### config.mk
export PLATFORM = sky130hd
export DESIGN_NAME = fperm_sched
export DESIGN_NICKNAME = d
export VERILOG_FILES = /design/src/rtl/fperm_pkg.sv /design/src/rtl/fperm_op_dec.sv /design/src/rtl/fperm_sched.sv
export SDC_FILE = /design/constraint.sdc
export NUM_CORES = 1
export LEC_CHECK = 0
export CORE_AREA = 5 5 174 176
export DETAILED_ROUTE_END_ITERATION = 12
export DIE_AREA = 0 0 179 181
export PLACE_DENSITY = 0.66
export SETUP_SLACK_MARGIN = 0.1
export SYNTH_ARGS = -nofsm -noshare
export SYNTH_HDL_FRONTEND = slang
export SYNTH_SLANG_ARGS = --single-unit
### constraint.sdc
create_clock -name clk -period 3 [get_ports clk]
set_input_delay 0.6 -clock clk [delete_from_list [all_inputs] [get_ports clk]]
set_output_delay 0.6 -clock clk [all_outputs]
set_load 0.03 [all_outputs]
### src/rtl/fperm_pkg.sv
// Shared types and constants for the fperm issue scheduler slice.
package fperm_pkg;

    localparam int unsigned FPW            = 68;
    localparam int unsigned FPERM_LAT_FAST = 1;
    localparam int unsigned FPERM_LAT_SLOW = 3;

    typedef enum logic [2:0] {
        FPERM_COPYA   = 3'd0,
        FPERM_COPYB   = 3'd1,
        FPERM_SWPA    = 3'd2,
        FPERM_SWPB    = 3'd3,
        FPERM_DUPA    = 3'd4,
        FPERM_DUPB    = 3'd5,
        FPERM_RCPSEED = 3'd6,
        FPERM_RSQSEED = 3'd7
    } fperm_op_e;

    typedef struct packed {
        logic copyA;
        logic swpSngl;
        logic dupSngl;
        logic is_sqrt;
        logic is_div;
    } fperm_ctl_t;

endpackage

### src/rtl/fperm_op_dec.sv
// Opcode to fperm control-pin decoder (purely combinational).
module fperm_op_dec
    import fperm_pkg::*;
(
    input  fperm_op_e  op,
    output fperm_ctl_t ctl
);

    always_comb begin
        ctl = '0;
        case (op)
            FPERM_COPYA:   ctl.copyA = 1'b1;
            FPERM_COPYB:   ;
            FPERM_SWPA:    begin ctl.copyA = 1'b1; ctl.swpSngl = 1'b1; end
            FPERM_SWPB:    ctl.swpSngl = 1'b1;
            FPERM_DUPA:    begin ctl.copyA = 1'b1; ctl.dupSngl = 1'b1; end
            FPERM_DUPB:    ctl.dupSngl = 1'b1;
            FPERM_RCPSEED: ctl.is_div = 1'b1;
            FPERM_RSQSEED: ctl.is_sqrt = 1'b1;
        endcase
    end

endmodule

### src/rtl/fperm_sched.sv
// Two-port round-robin issue scheduler for the shared fperm unit, with a
// latency-matched in-flight pipe that produces the tagged writeback valid.
module fperm_sched
    import fperm_pkg::*;
#(
    parameter int unsigned LAT  = FPERM_LAT_FAST,
    parameter int unsigned TAGW = 9
) (
    input  logic            clk,
    input  logic            rst,
    input  logic            req0_vld,
    input  logic [2:0]      req0_op,
    input  logic [TAGW-1:0] req0_tag,
    input  logic [FPW-1:0]  req0_A,
    input  logic [FPW-1:0]  req0_B,
    output logic            req0_rdy,
    input  logic            req1_vld,
    input  logic [2:0]      req1_op,
    input  logic [TAGW-1:0] req1_tag,
    input  logic [FPW-1:0]  req1_A,
    input  logic [FPW-1:0]  req1_B,
    output logic            req1_rdy,
    input  logic            ext_rsv,
    input  logic            flush,
    output logic            en,
    output logic            copyA,
    output logic            swpSngl,
    output logic            dupSngl,
    output logic            is_sqrt,
    output logic            is_div,
    output logic [FPW-1:0]  A,
    output logic [FPW-1:0]  B,
    output logic            wb_vld,
    output logic [TAGW-1:0] wb_tag,
    output logic            wb_port
);

    logic                      ptr;
    logic                      gnt0, gnt1, accept;
    logic                      slot_taken, can_issue;
    fperm_op_e                 sel_op;
    fperm_ctl_t                sel_ctl, ctl_q;
    logic [LAT-1:0]            pipe_vld;
    logic [LAT-1:0]            pipe_port;
    logic [LAT-1:0][TAGW-1:0]  pipe_tag;

    // ptr=0 favours port 0 when both ports request
    always_comb begin
        gnt0 = req0_vld & (~req1_vld | ~ptr);
        gnt1 = req1_vld & (~req0_vld | ptr);
    end

    // Fixed latency with single issue can never collide on the writeback slot;
    // kept as a hook for future variable-latency ops.
    assign slot_taken = 1'b0;
    assign can_issue  = ~flush & ~ext_rsv & ~slot_taken;
    assign req0_rdy   = gnt0 & can_issue;
    assign req1_rdy   = gnt1 & can_issue;
    assign accept     = req0_rdy | req1_rdy;
    assign sel_op     = fperm_op_e'(gnt1 ? req1_op : req0_op);

    fperm_op_dec u_dec (
        .op  (sel_op),
        .ctl (sel_ctl)
    );

    always_ff @(posedge clk or negedge rst) begin
        if (!rst) begin
            ptr <= 1'b0;
        end else if (accept) begin
            ptr <= req0_rdy;
        end
    end

    // Operands and controls hold their last value when nothing issues.
    always_ff @(posedge clk or negedge rst) begin
        if (!rst) begin
            en    <= 1'b0;
            ctl_q <= '0;
            A     <= '0;
            B     <= '0;
        end else begin
            en <= accept;
            if (accept) begin
                ctl_q <= sel_ctl;
                A     <= gnt1 ? req1_A : req0_A;
                B     <= gnt1 ? req1_B : req0_B;
            end
        end
    end

    assign copyA   = ctl_q.copyA;
    assign swpSngl = ctl_q.swpSngl;
    assign dupSngl = ctl_q.dupSngl;
    assign is_sqrt = ctl_q.is_sqrt;
    assign is_div  = ctl_q.is_div;

    // A result already in the wb register during flush is left on the bus.
    always_ff @(posedge clk or negedge rst) begin
        if (!rst) begin
            pipe_vld  <= '0;
            pipe_port <= '0;
            pipe_tag  <= '0;
            wb_vld    <= 1'b0;
            wb_tag    <= '0;
            wb_port   <= 1'b0;
        end else begin
            pipe_vld[0]  <= accept;
            pipe_tag[0]  <= gnt1 ? req1_tag : req0_tag;
            pipe_port[0] <= gnt1;
            for (int unsigned k = 1; k < LAT; k++) begin
                pipe_vld[k]  <= pipe_vld[k-1] & ~flush;
                pipe_tag[k]  <= pipe_tag[k-1];
                pipe_port[k] <= pipe_port[k-1];
            end
            wb_vld  <= pipe_vld[LAT-1] & ~flush;
            wb_tag  <= pipe_tag[LAT-1];
            wb_port <= pipe_port[LAT-1];
        end
    end

endmodule

==> results.json, run 1 <==
{
  "relSlewSlack_pct": 13.2,
  "fin_util_pct": 48.4,
  "wl_mm": 34.5,
  "gr-total-overflow": 0,
  "via_count": 8686,
  "die_w_um": 179,
  "final_cell_mix": "clkdlybuf4s50_1 (453), dfrtp_1 (164), a21oi_1 (144), o21ai_0 (139), nand3b_1 (136)",
  "cts_buffers": 17,
  "power.leakage_uw": 0.00503,
  "cts_hold_buf": 0,
  "hpwl_mm": 23.3,
  "core_area_mm2": 0.0285,
  "finalSetupViolCount": 0,
  "required_ns": 2.40,
  "wl_per_cell_um": 20.8,
  "critPathKind": "input pin to primary output",
  "root_buffer": "clkbuf_16",
  "crit_fanout": 2,
  "ys_warn_count": 0,
  "power.total_uw": 8210,
  "r2r-start": "ptr$_DFFE_PN0P_",
  "pwr_density_cell_mw_per_mm2": 595,
  "antenna_found_initial": 1,
  "dieArea_mm2": 0.0324,
  "area_delta_synth_final_pct": 66.3,
  "syn_inst": 866,
  "multi_input_area_mm2": 0.00370,
  "ys_ff_latch": 164,
  "cp-end-kind": "primary output",
  "fin_tns_setup_ns": 0,
  "grt_use_total_pct": 20.1,
  "grt_pass1_wl_mm": 51.5,
  "clkSlewWorstSetupHoldPaths_ns": 0.08,
  "io_pins": 457,
  "antenna_left": 0,
  "initial_core_util_pct": 29.1,
  "port_buffers": 456,
  "fp-row-count": 62,
  "clock_sinks": 164,
  "reg2reg_slack_ns": 0.78,
  "rsz0062_at_grt": "false",
  "yosysSeqAreaShare_pct": 49.5,
  "fillers": 2666,
  "cp-startpoint": "req0_vld",
  "worst_skew_pair.late_latency_ns": 0.42,
  "cts_tree": "done",
  "drcViolationCount": 0,
  "startpoint_type": "input pin",
  "rr_endpoint": "is_div$_DFFE_PN0P_",
  "synth.distinct_cells": 25,
  "die_h_um": 181,
  "post_route_cells_drive_above_1_share_pct": 7.48,
  "first_pass_iters": 4,
  "syn_area_mm2": 0.00829,
  "hold_path_class": "input pin to asynchronous set/reset pin",
  "place_ws_ns": 0.248,
  "syn_area_per_cell_um2": 9.58,
  "grt_pass1_vias": 8562,
  "clockBufferDepth": 2,
  "fmax_ghz": 0.364,
  "drt_iter0_drc": 621,
  "htreeDepth": 4,
  "drv_slew": 0,
  "skew_ns": 0.0121,
  "worstRegToRegCells": 4,
  "worstMarginPinSlew_ns": 1.30,
  "place_inst": 1622,
  "nets": 1559,
  "final_cells": 1655,
  "gp_congestion": 0.797,
  "grt_max_degree": 283,
  "via_per_inst": 5.25,
  "postCtsSetupBuffers": 0,
  "setup_ws_ns": 0.254,
  "cts.repair.resized": 0,
  "period_needed_ns": 2.75,
  "drv_cap": 0,
  "hold_viol": 0,
  "syn-num-nets": 1168,
  "area.sequential_mm2": 0.00410,
  "critPathArrivalTime_ns": 2.15,
  "status": "completed",
  "final_common_cell": "clkdlybuf4s50_1",
  "irDropWorstVdd_mv": 0.279,
  "period_share_pct": 91.5
}
[layer usage]
metal | track usage [%] | share of wire, % | up-vias | wire length (µm)
li1 | - | - | 4043 | -
met1 | 25.3 | 40 | 4247 | 13800
met2 | 33.8 | 49 | 347 | 17100
met3 | 5.23 | 8.0 | 49 | 2770
met4 | 6.08 | 2.6 | 0 | 888
met5 | 0 | 0 | - | 0
[area by class of cell]
type                       instances  area share [%]
multi-input combinational        589            26.8
sequential                       164            29.8
clock buffer                      18            3.18
timing repair buffer             482            35.3
tap                              384            3.48
inverter                           3          0.0998
clock inverter                    14            1.35
antenna                            1          0.0181
[state kept, by name, summed over array words and instances, names as in the netlist]
name       cells
wb_port        1
swpSngl        1
pipe_port      1
is_sqrt        1
A             68
dupSngl        1
ptr            1
is_div         1
en             1
pipe_tag       9
wb_vld         1
copyA          1
B             68
wb_tag         9
[metrics by stage]
stage	cell area [µm²]	hold slack (ns)
floorplan	8290	0.304
global placement	13200	0.332
detailed placement	13200	0.335
CTS	13800	0.193
global route	13800	0.210
finish	13800	0.174
[critical path: stages]
cell and delay, ns:
clkdlybuf4s50_1 0.42, nor2b_4 0.15, nand2b_1 0.16, nor3_1 0.13, clkdlybuf4s50_1 0.69
[kinds of logic (layout without fill, tap and decap cells)]
| family | Yosys count | after routing | share of synthesized area, % |
|---|---|---|---|
| compound gates | 427 | 427 | 29.5 |
| flops | 164 | 164 | 49.5 |
| mux | 9 | 9 | 1.22 |
| buf+inv | 113 | 517 | 6.13 |
| simple gates | 153 | 153 | 13.7 |
| other cells | 0 | 1 | 0 |
[power breakdown]
| group | total [µW] | internal (µW) | switching (µW) | leakage (µW) |
|---|---|---|---|---|
| registers | 2800 | 2590 | 213 | 0.00184 |
| clock network | 2380 | 1300 | 1080 | 0.000304 |
| logic | 3020 | 1370 | 1650 | 0.00288 |
[worst max-delay path by stage]
| stage | slack [ns] | end |
|---|---|---|
| 2_1_floorplan | 0.51 | req0_rdy |
| 3_3_place_gp | 0.22 | req1_rdy |
| 3_5_place_dp | 0.25 | req1_rdy |
| 4_1_cts | 0.24 | req1_rdy |
| 5_1_grt | 0.17 | req1_rdy |
| 6_report | 0.25 | req1_rdy |
[cell usage after synthesis, drive strengths merged]
library cell | number | area, µm²
a21oi | 144 | 721
nand3b | 136 | 1020
a31oi | 142 | 1010
and2 | 1 | 6.26
or2 | 1 | 6.26
nand2 | 2 | 7.51
or3 | 1 | 6.26
inv | 3 | 11.3
nor2b | 4 | 25.0
o2111ai | 2 | 17.5
o21ai | 139 | 696
clkbuf | 85 | 319
dfrtp | 164 | 4100
or4 | 1 | 7.51
mux2 | 9 | 101
or4b | 3 | 30.0
nand3 | 1 | 5.00
nand2b | 1 | 6.26
buf | 25 | 178
nor3 | 1 | 5.00
nor2 | 1 | 6.26
Power figures use the tool's default switching activity.
==> inputs of run 2 (changes only) <==
--- a/config.mk
+++ b/config.mk
@@ -5,6 +5,7 @@
 export SDC_FILE = /design/constraint.sdc
 export NUM_CORES = 1
 export LEC_CHECK = 0
+export ABC_CLOCK_PERIOD_IN_PS = 3000
 export CORE_AREA = 5 5 174 176
 export DETAILED_ROUTE_END_ITERATION = 12
 export DIE_AREA = 0 0 179 181
==> results of run 2 <==
The final DEF is identical to that of run 1; final timing and power are the same.
